File: src/rtl/multi_mod_cnt.sv
// Bank of NUM_CH run-time-modulus counters with optional wrap cascade,
// per-channel terminal-count pulse and cross-channel equal/maximum compare.
module multi_mod_cnt #(
    parameter int  NUM_CH = 4,
    parameter int  WIDTH  = 10,
    localparam int IDXW   = $clog2(NUM_CH)
) (
    input  logic                      CLK,
    input  logic                      rst,
    input  logic [NUM_CH-1:0]         en,
    input  logic [NUM_CH-1:0]         clr,
    input  logic                      cascade,
    input  logic [NUM_CH*WIDTH-1:0]   mod_in,
    input  logic [NUM_CH-1:0]         mod_ld,
    output logic [NUM_CH*WIDTH-1:0]   cnt,
    output logic [NUM_CH-1:0]         cout,
    output logic                      all_eq,
    output logic [IDXW-1:0]           max_idx
);

    logic [NUM_CH-1:0] at_term;
    logic [NUM_CH-1:0] step;
    logic [NUM_CH-1:0] wrap;
    logic [NUM_CH-1:0] cout_reg;
    logic              carry;
    logic [WIDTH-1:0]  max_val;

    // Wrap chain is resolved in one pass so a carry can ripple through every
    // channel in the same cycle; a channel held by clr/mod_ld breaks the chain.
    always_comb begin
        step  = '0;
        wrap  = '0;
        carry = 1'b0;
        for (int i = 0; i < NUM_CH; i++) begin
            step[i] = en[i] & ((i == 0) || !cascade || carry);
            wrap[i] = step[i] & ~clr[i] & ~mod_ld[i] & at_term[i];
            carry   = wrap[i];
        end
    end

    for (genvar gi = 0; gi < NUM_CH; gi++) begin : g_ch
        logic [WIDTH-1:0] cnt_reg;
        logic [WIDTH-1:0] cnt_next;
        logic [WIDTH-1:0] mod_reg;
        logic [WIDTH-1:0] mod_next;
        logic [WIDTH-1:0] new_mod;

        assign new_mod = mod_in[gi*WIDTH +: WIDTH];
        // Modulus 0 means full range: 0 - 1 wraps to all ones.
        assign at_term[gi] = (cnt_reg == (mod_reg - WIDTH'(1)));

        always_comb begin
            cnt_next = cnt_reg;
            mod_next = mod_reg;
            if (clr[gi]) begin
                cnt_next = '0;
            end else if (mod_ld[gi]) begin
                mod_next = new_mod;
                if ((new_mod != '0) && (cnt_reg >= new_mod)) begin
                    cnt_next = '0;
                end
            end else if (wrap[gi]) begin
                cnt_next = '0;
            end else if (step[gi]) begin
                cnt_next = cnt_reg + WIDTH'(1);
            end
        end

        always_ff @(posedge CLK) begin
            if (rst) begin
                cnt_reg <= '0;
                mod_reg <= '0;
            end else begin
                cnt_reg <= cnt_next;
                mod_reg <= mod_next;
            end
        end

        assign cnt[gi*WIDTH +: WIDTH] = cnt_reg;
    end

    always_ff @(posedge CLK) begin
        if (rst) begin
            cout_reg <= '0;
        end else begin
            cout_reg <= wrap;
        end
    end

    assign cout = cout_reg;

    // Strict greater-than keeps the lowest index on ties.
    always_comb begin
        all_eq  = 1'b1;
        max_idx = '0;
        max_val = cnt[WIDTH-1:0];
        for (int i = 1; i < NUM_CH; i++) begin
            if (cnt[i*WIDTH +: WIDTH] != cnt[WIDTH-1:0]) begin
                all_eq = 1'b0;
            end
            if (cnt[i*WIDTH +: WIDTH] > max_val) begin
                max_val = cnt[i*WIDTH +: WIDTH];
                max_idx = IDXW'(i);
            end
        end
    end

endmodule
File: config.mk
export PLATFORM = sky130hd
export DESIGN_NAME = multi_mod_cnt
export DESIGN_NICKNAME = d
export VERILOG_FILES = /design/src/rtl/multi_mod_cnt.sv
export SDC_FILE = /design/constraint.sdc
export NUM_CORES = 1
export LEC_CHECK = 0
export BUFFER_PORTS_ARGS = -buffer_cell sky130_fd_sc_hd__buf_2
export CAP_MARGIN = 40
export CORE_ASPECT_RATIO = 0.75
export CORE_UTILIZATION = 25
export DETAILED_ROUTE_END_ITERATION = 6
export PLACE_DENSITY_LB_ADDON = 0.3
export RECOVER_POWER = 100
export SYNTH_ARGS = -nofsm -noshare
export SYNTH_HDL_FRONTEND = slang
export SYNTH_SLANG_ARGS = --single-unit
File: constraint.sdc
create_clock -name CLK -period 6.3 [get_ports CLK]
set_input_delay 0 -clock CLK [delete_from_list [all_inputs] [get_ports CLK]]
set_output_delay 0 -clock CLK [all_outputs]
set_load 0.005 [all_outputs]
## Yosys cells after proc, flatten, opt, wreduce, memory -nomap -nowiden

Cells that the tools add are included.

- Add/subtract/negate cells: 8
- Equality and inequality tests: 11
- Reductions and logical operators: 28
- Muxes and demuxes: 24
- Bitwise logic cells: 23
- Magnitude comparators: 7

Operator list:

| operator | count |
|---|---|
| $mux 10 | 18 |
| $add 10x1->10 const B | 4 |
| $eq 10x10->1 | 4 |
| $ge 10x10->1 | 4 |
| $reduce_bool 10->1 | 4 |
| $sub 10x1->10 const B | 4 |
| $gt 10x10->1 | 3 |
| $ne 10x10->1 | 3 |
| $reduce_and 2->1 | 8 |
| $and 1x1->1 | 15 |
| $reduce_bool 3->1 | 4 |
| $ne 2x1->1 const B | 4 |
| $not 1->1 | 8 |
| $reduce_or 2->1 | 4 |
| $logic_and 1x1->1 | 4 |
| $mux 1 | 4 |
| $mux 2 | 2 |
| $logic_or 1x1->1 | 3 |
| $logic_not 1->1 | 1 |

- Register bits after elaboration: 84
- Output and inout port bits: 47
- Bits of input ports: 55
- Logic and storage cells: 110

## Depth between registers and ports, before layout

Gate-level depths: netlist of run 1.

- Depth after elaboration: 21
- Depth in mapped cells: 30
- Gate-level depth less buffers: 27

## Worst setup path before layout of run 1

OpenSTA, ideal clock, no wires.

- Path kind: reg2out
- Start: register g_ch[0].cnt_reg[3]
- End: output port max_idx[1]
- Stages on the path, launching flop included: 30
- Arrival time: 5.054 ns
- Slack: 1.246 ns
- Path buffers: 3
- Data required time: 6.300 ns
- Path through: dfxtp_1 > clkbuf_1 > inv_1 > ha_1 > a21o_1 > a21o_1 > a21oi_1 > o211ai_1 > nand2_1 > clkbuf_1 > mux2i_1 > ha_1 > a21o_1 > a21o_1 > a21oi_1 > nor2_1 > o21ai_0 > clkbuf_1 > nand2_1 > o21ai_0 > ha_1 > nor2b_1 > o21a_1 > o21a_1 > o21a_1 > o21ai_0 > nand2b_1 > a21oi_1 > o21a_1 > o21ai_0

- Word-level cells in the longest chain between the ends: 6
- Elaborated cells between the ends (all ways): 7
- Classes of those cells: order compare: 3; mux: 4

Ends and longest elaborated chain:

| element | RTL line | text |
|---|---|---|
| start: declaration | 42 | `logic [WIDTH-1:0] cnt_reg;` |
| start signal: assignment | 74 | `cnt_reg <= cnt_next;` |
| $gt 10x10->1 | 101 | `if (cnt[i*WIDTH +: WIDTH] > max_val) begin` |
| $mux 10 * | 101 |  |
| $gt 10x10->1 | 101 |  |
| $mux 10 | 101 |  |
| $gt 10x10->1 | 101 |  |
| $mux 2 * | 101 |  |
| end: declaration | 18 | `output logic [IDXW-1:0] max_idx` |

Mark *: on every way between the ends. The rest lies on a longest branch, timed or not.

## Final worst setup path of run 1

- Start: register g_ch[0].cnt_reg[2]
- End: output port max_idx[1]

The elaborated chain is that of the path after synthesis.

==> impl_metrics.env, run 1 <==
export IMPL_fin_skew_ps=6.64
export IMPL_p_leak_nw=3.75
export IMPL_final_area_sq_um=8510
export IMPL_grt_usage_pct=15.5
export IMPL_fin_util_pct=31.2
export IMPL_drt_iter0_markers=434
export IMPL_wl_per_cell_microns=15.9
export IMPL_mostFrequentLayoutCell="nand2_1"
export IMPL_synth_seq_area_share_pct=23.9
export IMPL_dp_slack_ps=771
export IMPL_slew_viol_final=0
export IMPL_num_nets_final=1180
export IMPL_drc=0
export IMPL_min_delay_start="clr[2]"
export IMPL_grt_max_degree=50
export IMPL_met1_length_mm=11.6
export IMPL_cp_start_kind="register"
export IMPL_clkSlewWorstSetupHoldPaths_ps=70
export IMPL_vias=6983
export IMPL_min_period_over_period_pct=91.2
export IMPL_finalSetupTns_ps=0
export IMPL_top_layer_used="met4"
export IMPL_dr_wl_met3_mm=1.12
export IMPL_rrSetupSlack_ps=1540
export IMPL_status="completed"
export IMPL_grt_pass1_vias=6488
export IMPL_cts_root_buf="clkbuf_16"
export IMPL_rr_startpoint="g_ch[0].mod_reg[0]"
export IMPL_crit_type="reg -> out"
export IMPL_dpl_instance_area_sq_um=7890
export IMPL_cts_tree="built"
export IMPL_ys_flop_type="dfxtp_1"
export IMPL_synthCells=926
export IMPL_grt_pass1_wl_mm=35.4
export IMPL_syn_area_sq_um=7020
export IMPL_antenna_cells=0
export IMPL_cts_path_max_buffers=2
export IMPL_grt_overflow_total=0
export IMPL_ant_nets=0
export IMPL_h_tree_depth=3
export IMPL_synth_edff_count=0
export IMPL_coreArea_sq_um=27300
export IMPL_fin_ws_ps=557
export IMPL_hpwl_mm=16.8
export IMPL_place_congestion=0.890
export IMPL_hold_viol_final=0
export IMPL_area_growth_pct=21.2
export IMPL_drtPass1Iterations=5
export IMPL_clock_sink_count=84
export IMPL_final_cell_mix="nand2_1 (125), dfxtp_1 (84), ha_1 (78)"
export IMPL_fmaxAchievable_ghz=0.174
export IMPL_whs_path_depth=3
export IMPL_dieArea_sq_um=28800
export IMPL_postCtsSetupBuffers=0
export IMPL_drive_gt1_share_pct=10.3
export IMPL_power_density_nw_per_um2=167
export IMPL_min_to="g_ch[2].cnt_reg[0]"
export IMPL_synth_area_top_cells="dfxtp_1 (24%), ha_1 (14%), nand2_1 (6.7%), xnor2_1 (5.9%), a21oi_1 (5.3%)"
export IMPL_rr_worst_depth=10
export IMPL_ys_warn_count=0
export IMPL_syn_nets=1059
export IMPL_wl_met2_mm=9.42
export IMPL_port_buffers=101
export IMPL_fin_crit_ps=5740
export IMPL_ys_seq_elements=84
export IMPL_r2r_end="g_ch[3].cnt_reg[9]"
export IMPL_totalPowerFinal_mw=1.42
export IMPL_cp_max_fo=17
export IMPL_viasPerCell=4.98
export IMPL_setup_viol=0
export IMPL_synth_top_area_cell="dfxtp_1"
export IMPL_rows=52
export IMPL_drv_cap=0
export IMPL_synth_top_area_share_pct=23.9
export IMPL_initial_utilization_pct=25.8
export IMPL_peakVddDrop_uv=135
export IMPL_worst_slew_pin_slew_ps=1390
export IMPL_hp_class="in -> reg"
export IMPL_rsz0062_at_grt="no"
export IMPL_fp_dieH_microns=147
export IMPL_crit_arrival_ps=5740
export IMPL_numCtsBuffers=9
export IMPL_die_w_microns=196
export IMPL_worstSkewPairLatency_ps=360
export IMPL_critPathRequiredTime_ps=6300
export IMPL_ys_types=72
export IMPL_synthArstFlopShare_pct=0
export IMPL_antenna_found_initial=0
export IMPL_endpoint_kind="primary output"
export IMPL_io_pins=102
export IMPL_synth_avg_cell_area_sq_um=7.58
export IMPL_drt_total_wl_mm=22.4
export IMPL_relSlewSlack_pct=6.46
-- power by group --
part | leakage, nW | total [mW] | switching [mW] | internal (mW)
logic | 2.91 | 0.262 | 0.142 | 0.120
clock network | 0.152 | 0.596 | 0.236 | 0.360
registers | 0.681 | 0.563 | 0.0192 | 0.543
total | 3.75 | 1.42 | 0.397 | 1.02
-- critical path, stage by stage (launching register included) --
cell and delay, ps:
dfxtp_1 580, inv_1 160, ha_1 230, a21o_1 170, a21o_1 170, a21oi_1 160, o211ai_1 110, nand2_2 300
mux2i_1 290, ha_1 280, a21o_1 160, a21o_1 180, a21oi_1 180, nor2_1 60, o21ai_0 280, buf_4 270
o21ai_0 100, ha_1 310, nor2b_1 140, o21a_1 170, o21a_1 160, o21a_1 150, o21ai_0 150, nand2b_1 80
a21oi_1 140, o21a_1 150, o21ai_0 130, clkbuf_1 130
-- stage by stage --
step,std cells,hold slack [ps]
after global routing,1403,65.2
after floorplan,926,79.3
after global placement,1345,259
after CTS,1403,23.5
after detailed placement,1346,259
final,1403,25.2
-- layer usage --
metal,track usage [%],up-vias
met5,0,-
met1,22.8,3268
li1,-,3536
met3,3.15,19
met2,23.2,160
met4,3.07,0
-- Yosys cell counts, types with 6 or more instances --
master and count:
dfxtp_1 84, nand2b_1 9, xor2_1 14, or3_1 9, nand4_1 13, nand3_1 35, inv_1 71, xnor2_1 47
mux2i_1 16, nor3_1 35, o21ai_0 29, nand2_1 126, a21o_1 15, nor2b_1 17, a31oi_1 7, ha_1 78
nor2_1 50, nor4_1 14, nor3b_1 6, o22ai_1 8, o21a_1 7, a22o_1 7, nand3b_1 7, and3_1 21
clkbuf_1 38, a21oi_1 75
-- cell type report --
| type | count | area (sq um) |
|---|---|---|
| Clock inverter | 5 | 83.8 |
| Tap cell | 351 | 439 |
| Multi-Input combinational cell | 725 | 4850 |
| Timing Repair Buffer | 156 | 952 |
| Clock buffer | 11 | 243 |
| Inverter | 71 | 267 |
| Fill cell | 2916 | 18700 |
| Sequential cell | 84 | 1680 |
-- repair_timing --
item | 4_1_cts | 5_1_grt
hold buffers | 41 | 0
gates resized for setup | 0 | 1
endpoints found under the hold margin | 41 | 0
endpoints found under the setup margin | 0 | 2
-- cells by family (layout without fill, tap and decap cells) --
logic type,after synthesis,after routing,synth area share (%)
buffers and inverters,117,243,6.40
adders and majority gates,78,78,13.9
and+or+nand+nor,373,373,27.2
muxes,16,16,2.28
AOI/OAI and AO/OA,197,197,18.7
xor gates and xnor gates,61,61,7.61
DFF,84,84,23.9
-- worst max path at each step --
stage                                   from    endpoint  depth (start not counted)
after floorplan           g_ch[0].cnt_reg[3]  max_idx[1]                         29
after global placement    g_ch[0].cnt_reg[2]  max_idx[1]                         27
after detailed placement  g_ch[0].cnt_reg[2]  max_idx[1]                         27
after CTS                 g_ch[0].cnt_reg[2]  max_idx[1]                         28
after global routing      g_ch[0].cnt_reg[2]  max_idx[1]                         28
final                     g_ch[0].cnt_reg[2]  max_idx[1]                         27
(Power assumes the default switching activity.)
==> run 2, diff against run 1 <==
==> constraint.sdc (replaced) <==
create_clock -name CLK -period 4.98 [get_ports CLK]
set_input_delay 0 -clock CLK [delete_from_list [all_inputs] [get_ports CLK]]
set_output_delay 0 -clock CLK [all_outputs]
set_load 0.005 [all_outputs]
==> impl_metrics.env, run 2 (synthesis gave the netlist of run 1 again) <==
export IMPL_p_leak_nw=3.90
export IMPL_cts_path_max_buffers=2
export IMPL_p_int_mw=1.20
export IMPL_drt_total_wl_mm=22.7
export IMPL_critPathRequiredTime_ps=4980
export IMPL_h_tree_depth=3
export IMPL_p_sw_uw=524
export IMPL_grt_max_degree=39
export IMPL_power_density_nw_per_um2=193
export IMPL_cp_max_fo=6
export IMPL_initial_utilization_pct=25.8
export IMPL_num_nets_final=1214
export IMPL_antenna_cells=0
export IMPL_port_buffers=101
export IMPL_sw_frac_of_total_pct=30.4
export IMPL_crit_type="reg -> out"
export IMPL_grt_pass1_wl_mm=36.0
export IMPL_dieArea_sq_um=28800
export IMPL_final_cell_mix="nand2_1 (125), buf_2 (90), dfxtp_1 (81)"
export IMPL_drive_gt1_share_pct=16.5
export IMPL_io_pins=102
export IMPL_cpMaxStageDelayCell="dfxtp_2"
export IMPL_violations="capacitance limit, slew limit"
export IMPL_wl_per_cell_microns=15.8
export IMPL_cts_root_buf="clkbuf_16"
export IMPL_power_frac_comb_pct=20.6
export IMPL_worst_slew_pin_slew_ps=1490
export IMPL_status="finished with violations"
export IMPL_fp_dieH_microns=147
export IMPL_drt_iter0_markers=439
export IMPL_worstSkewPairLatency_ps=350
export IMPL_vias=7092
export IMPL_clkSlewWorstSetupHoldPaths_ps=70
export IMPL_area_growth_pct=26.7
export IMPL_clock_sink_count=84
export IMPL_grt_pass1_vias=6700
export IMPL_viasPerCell=4.94
export IMPL_slew_viol_final=1
export IMPL_final_area_sq_um=8900
export IMPL_cts_tree="built"
export IMPL_numCtsBuffers=9
export IMPL_p_seq_share_pct=41.2
export IMPL_rows=52
export IMPL_antenna_found_initial=0
export IMPL_mostFrequentLayoutCell="nand2_1"
export IMPL_endpoint_kind="primary output"
export IMPL_met2_usage_pct=23.6
export IMPL_hpwl_mm=17.0
export IMPL_slowest_delay_ps=330
export IMPL_hold_viol_final=0
export IMPL_place_congestion=0.830
export IMPL_rr_worst_depth=10
export IMPL_fin_skew_ps=11.9
export IMPL_drv_cap=1
export IMPL_drtPass1Iterations=5
export IMPL_ant_nets=0
export IMPL_coreArea_sq_um=27300
export IMPL_setup_viol=0
export IMPL_hp_class="in -> reg"
export IMPL_crit_arrival_ps=4830
export IMPL_finalSetupTns_ps=0
export IMPL_dpl_instance_area_sq_um=8040
export IMPL_fin_crit_ps=4830
export IMPL_grt_met3_usage_pct=2.78
export IMPL_use_met1_pct=23.3
export IMPL_min_period_over_period_pct=97.0
export IMPL_peakVddDrop_uv=157
export IMPL_clkPwrFrac_pct=38.1
export IMPL_rsz0062_at_grt="yes"
export IMPL_busiest_layer="met2"
export IMPL_relSlewSlack_pct=-0.327
export IMPL_grt_overflow_total=0
export IMPL_fmaxAchievable_ghz=0.207
export IMPL_cp_start_kind="register"
export IMPL_whs_path_depth=2
export IMPL_grt_usage_pct=15.8
export IMPL_drc=0
export IMPL_die_w_microns=196
export IMPL_cpMostUsedCell="o21a_1"
[run 2: routing by layer]
| layer | wire [microns] | up-vias | share of wire (%) |
|---|---|---|---|
| li1 | - | 3606 | - |
| met1 | 11700 | 3297 | 52 |
| met2 | 9580 | 173 | 42 |
| met3 | 1120 | 16 | 4.9 |
| met4 | 286 | 0 | 1.3 |
| met5 | 0 | - | 0 |
[run 2: area by class of cell]
type,count,area (sq um)
Multi-Input combinational cell,725,5020
Fill cell,2901,18400
Sequential cell,84,1690
Inverter,71,267
Tap cell,351,439
Timing Repair Buffer,190,1210
Clock inverter,7,55.1
Clock buffer,9,225
[run 2: path summary, 6_finish.rpt]
path	start	endpoint	slack [ps]
max reg2reg	g_ch[0].mod_reg[0]	g_ch[3].cnt_reg[7]	470
max	g_ch[0].cnt_reg[2]	max_idx[0]	150
min reg2reg	g_ch[0].mod_reg[9]	g_ch[0].mod_reg[9]	470
min	rst	g_ch[3].mod_reg[4]	20
[run 2: power by group through the flow]
stage / clock network, mW / registers (mW) / logic [mW]
after floorplan: 0 / 0.718 / 0.221
after global placement: 0 / 0.725 / 0.309
after detailed placement: 0 / 0.725 / 0.314
after CTS: 0.685 / 0.709 / 0.345
after global routing: 0.713 / 0.712 / 0.397
final: 0.657 / 0.710 / 0.355
[run 2: what timing repair did]
action	4_1_cts	5_1_grt
buffers inserted	4	8
endpoints found under the hold margin	41	0
gates resized for setup	5	41
hold buffers	41	0
pin swaps	1	23
gates cloned	1	0
setup endpoints to repair	2	2
[run 2: worst max-delay path: cells and delay by family, from the launching register on]
kind                       cells  cell delay, ps
and+or+nand+nor                7             740
AOI/OAI and AO/OA             14            1890
buffers and inverters          4             500
DFF                            1             330
muxes                          1             280
adders and majority gates      3             730
[run 2: metrics by stage]
step                      worst slack (ps)  power (mW)  util, %  cells  hold slack (ps)
final                                  147        1.72     32.6   1437             21.0
after CTS                             6.54        1.74     32.2   1428             12.8
after floorplan                        124       0.939        -    926             79.3
after global placement                 162        1.03     29.5   1365              260
after detailed placement              93.4        1.04     29.5   1366              261
after global routing                  -122        1.82     32.6   1437             36.1
==> run 3, diff against run 2 <==
--- a/config.mk
+++ b/config.mk
@@ -12,6 +12,7 @@
 export DETAILED_ROUTE_END_ITERATION = 6
 export PLACE_DENSITY_LB_ADDON = 0.3
 export RECOVER_POWER = 100
+export SETUP_SLACK_MARGIN = 0.5
 export SYNTH_ARGS = -nofsm -noshare
 export SYNTH_HDL_FRONTEND = slang
 export SYNTH_SLANG_ARGS = --single-unit
==> impl_metrics.env, run 3 (synthesis gave the netlist of run 1 again) <==
export IMPL_cpMaxStageDelayCell="dfxtp_1"
export IMPL_rows=52
export IMPL_drive_gt1_share_pct=18.9
export IMPL_wl_per_cell_microns=15.9
export IMPL_final_cell_mix="nand2_1 (125), buf_2 (96), dfxtp_1 (77)"
export IMPL_crit_arrival_ps=4840
export IMPL_crit_type="reg -> out"
export IMPL_final_area_sq_um=9030
export IMPL_drc=0
export IMPL_status="completed"
export IMPL_h_tree_depth=3
export IMPL_holdWs_ps=53.0
export IMPL_coreArea_sq_um=27300
export IMPL_hold_viol_final=0
export IMPL_drt_iter0_markers=557
export IMPL_fin_crit_ps=4840
export IMPL_min_period_over_period_pct=97.1
export IMPL_grt_usage_pct=16.0
export IMPL_drtPass1Iterations=4
export IMPL_cpMostUsedCell="o21a_1"
export IMPL_slew_viol_final=0
export IMPL_viasPerCell=4.96
export IMPL_antenna_found_initial=0
export IMPL_power_density_nw_per_um2=201
export IMPL_grt_overflow_total=0
export IMPL_hp_class="in -> reg"
export IMPL_final_fill_count=2893
export IMPL_fin_skew_ps=12.3
export IMPL_rsz0062_at_grt="yes"
export IMPL_worstSkewPairLatency_ps=360
export IMPL_grt_max_degree=50
export IMPL_port_buffers=101
export IMPL_grt_pass1_wl_mm=36.3
export IMPL_dpl_instance_area_sq_um=8020
export IMPL_fmaxAchievable_ghz=0.207
export IMPL_mostFrequentLayoutCell="nand2_1"
export IMPL_area_growth_pct=28.6
export IMPL_setup_viol=0
export IMPL_num_nets_final=1209
export IMPL_cp_max_fo=8
export IMPL_endpoint_kind="primary output"
export IMPL_drv_cap=0
export IMPL_dp_slack_ps=158
export IMPL_antenna_cells=0
export IMPL_ant_nets=0
export IMPL_critical_path_top_delay_family="compound AO/OA/AOI/OAI gates"
export IMPL_cts_tree="built"
export IMPL_initial_utilization_pct=25.8
export IMPL_cts_path_max_buffers=2
export IMPL_dpl_cell_count=1364
export IMPL_fin_ws_ps=145
export IMPL_drt_total_wl_mm=22.7
export IMPL_worst_slew_pin_slew_ps=826
export IMPL_totalPowerFinal_mw=1.81
export IMPL_dieArea_sq_um=28800
export IMPL_finalSetupTns_ps=0
export IMPL_die_w_microns=196
export IMPL_vias=7108
export IMPL_place_congestion=0.895
export IMPL_cts_root_buf="clkbuf_16"
export IMPL_clkSlewWorstSetupHoldPaths_ps=70
export IMPL_cp_start_kind="register"
export IMPL_clock_sink_count=84
export IMPL_fin_util_pct=33.1
export IMPL_cp_num_buf_inv=3
export IMPL_peakVddDrop_uv=176
export IMPL_slowest_delay_ps=330
export IMPL_critPathRequiredTime_ps=4980
export IMPL_io_pins=102
export IMPL_p_leak_nw=3.97
export IMPL_numCtsBuffers=9
export IMPL_fp_dieH_microns=147
export IMPL_hpwl_mm=17.2
export IMPL_relSlewSlack_pct=44.7
export IMPL_instances_no_fill=1432
export IMPL_grt_pass1_vias=6639
## run 3: cell types whose count changed in the layout (fill, tap and decap cells not counted), moves of 3 or more
| cell | change |
|---|---|
| buf_2 | +6 |
| clkbuf_1 | -16 |
| buf_6 | -4 |
| dfxtp_1 | -4 |
| inv_6 | -3 |
| dfxtp_2 | +4 |
| buf_4 | +10 |
## run 3: worst paths after layout
kind                           start                 end  slack [ps]  depth (start not counted)
setup / recovery  g_ch[0].cnt_reg[4]          max_idx[0]         140                         27
hold / removal                clr[2]  g_ch[2].cnt_reg[0]          50                          3
hold reg to reg   g_ch[0].mod_reg[9]  g_ch[0].mod_reg[9]         470                          2
setup reg to reg  g_ch[0].mod_reg[0]  g_ch[3].cnt_reg[3]        1420                         10
## run 3: power breakdown
group	switching, mW	leakage, nW	internal [mW]
combinational	0.189	3.14	0.167
clock	0.301	0.150	0.443
sequential	0.0230	0.685	0.687
## run 3: worst min-delay path: stages
cell,delay [ps]
buf_2,140
or2_2,160
nor2_1,50
## run 3: layer usage
layer	up-vias	wire length, microns	global-route usage (%)
li1	3590	-	-
met3	22	1040	3.24
met5	-	0	0
met1	3334	11900	23.7
met4	0	327	3.86
met2	162	9470	23.4
## run 3: area by class of cell
class	instances	area, sq um	share of cell area, %
multi-input combinational	725	5100	56.4
sequential	84	1690	18.7
timing repair buffer	185	1220	13.5
tap	351	439	4.86
inverter	71	269	2.98
clock buffer	11	233	2.58
clock inverter	5	85.1	0.942
## run 3: what timing repair did
item	CTS	global route
gates resized for setup	24	30
cloned	0	0
buffers inserted	3	7
hold buffers	41	0
pin swaps	15	11
endpoints found under the hold margin	41	0
setup endpoints to repair	2	2
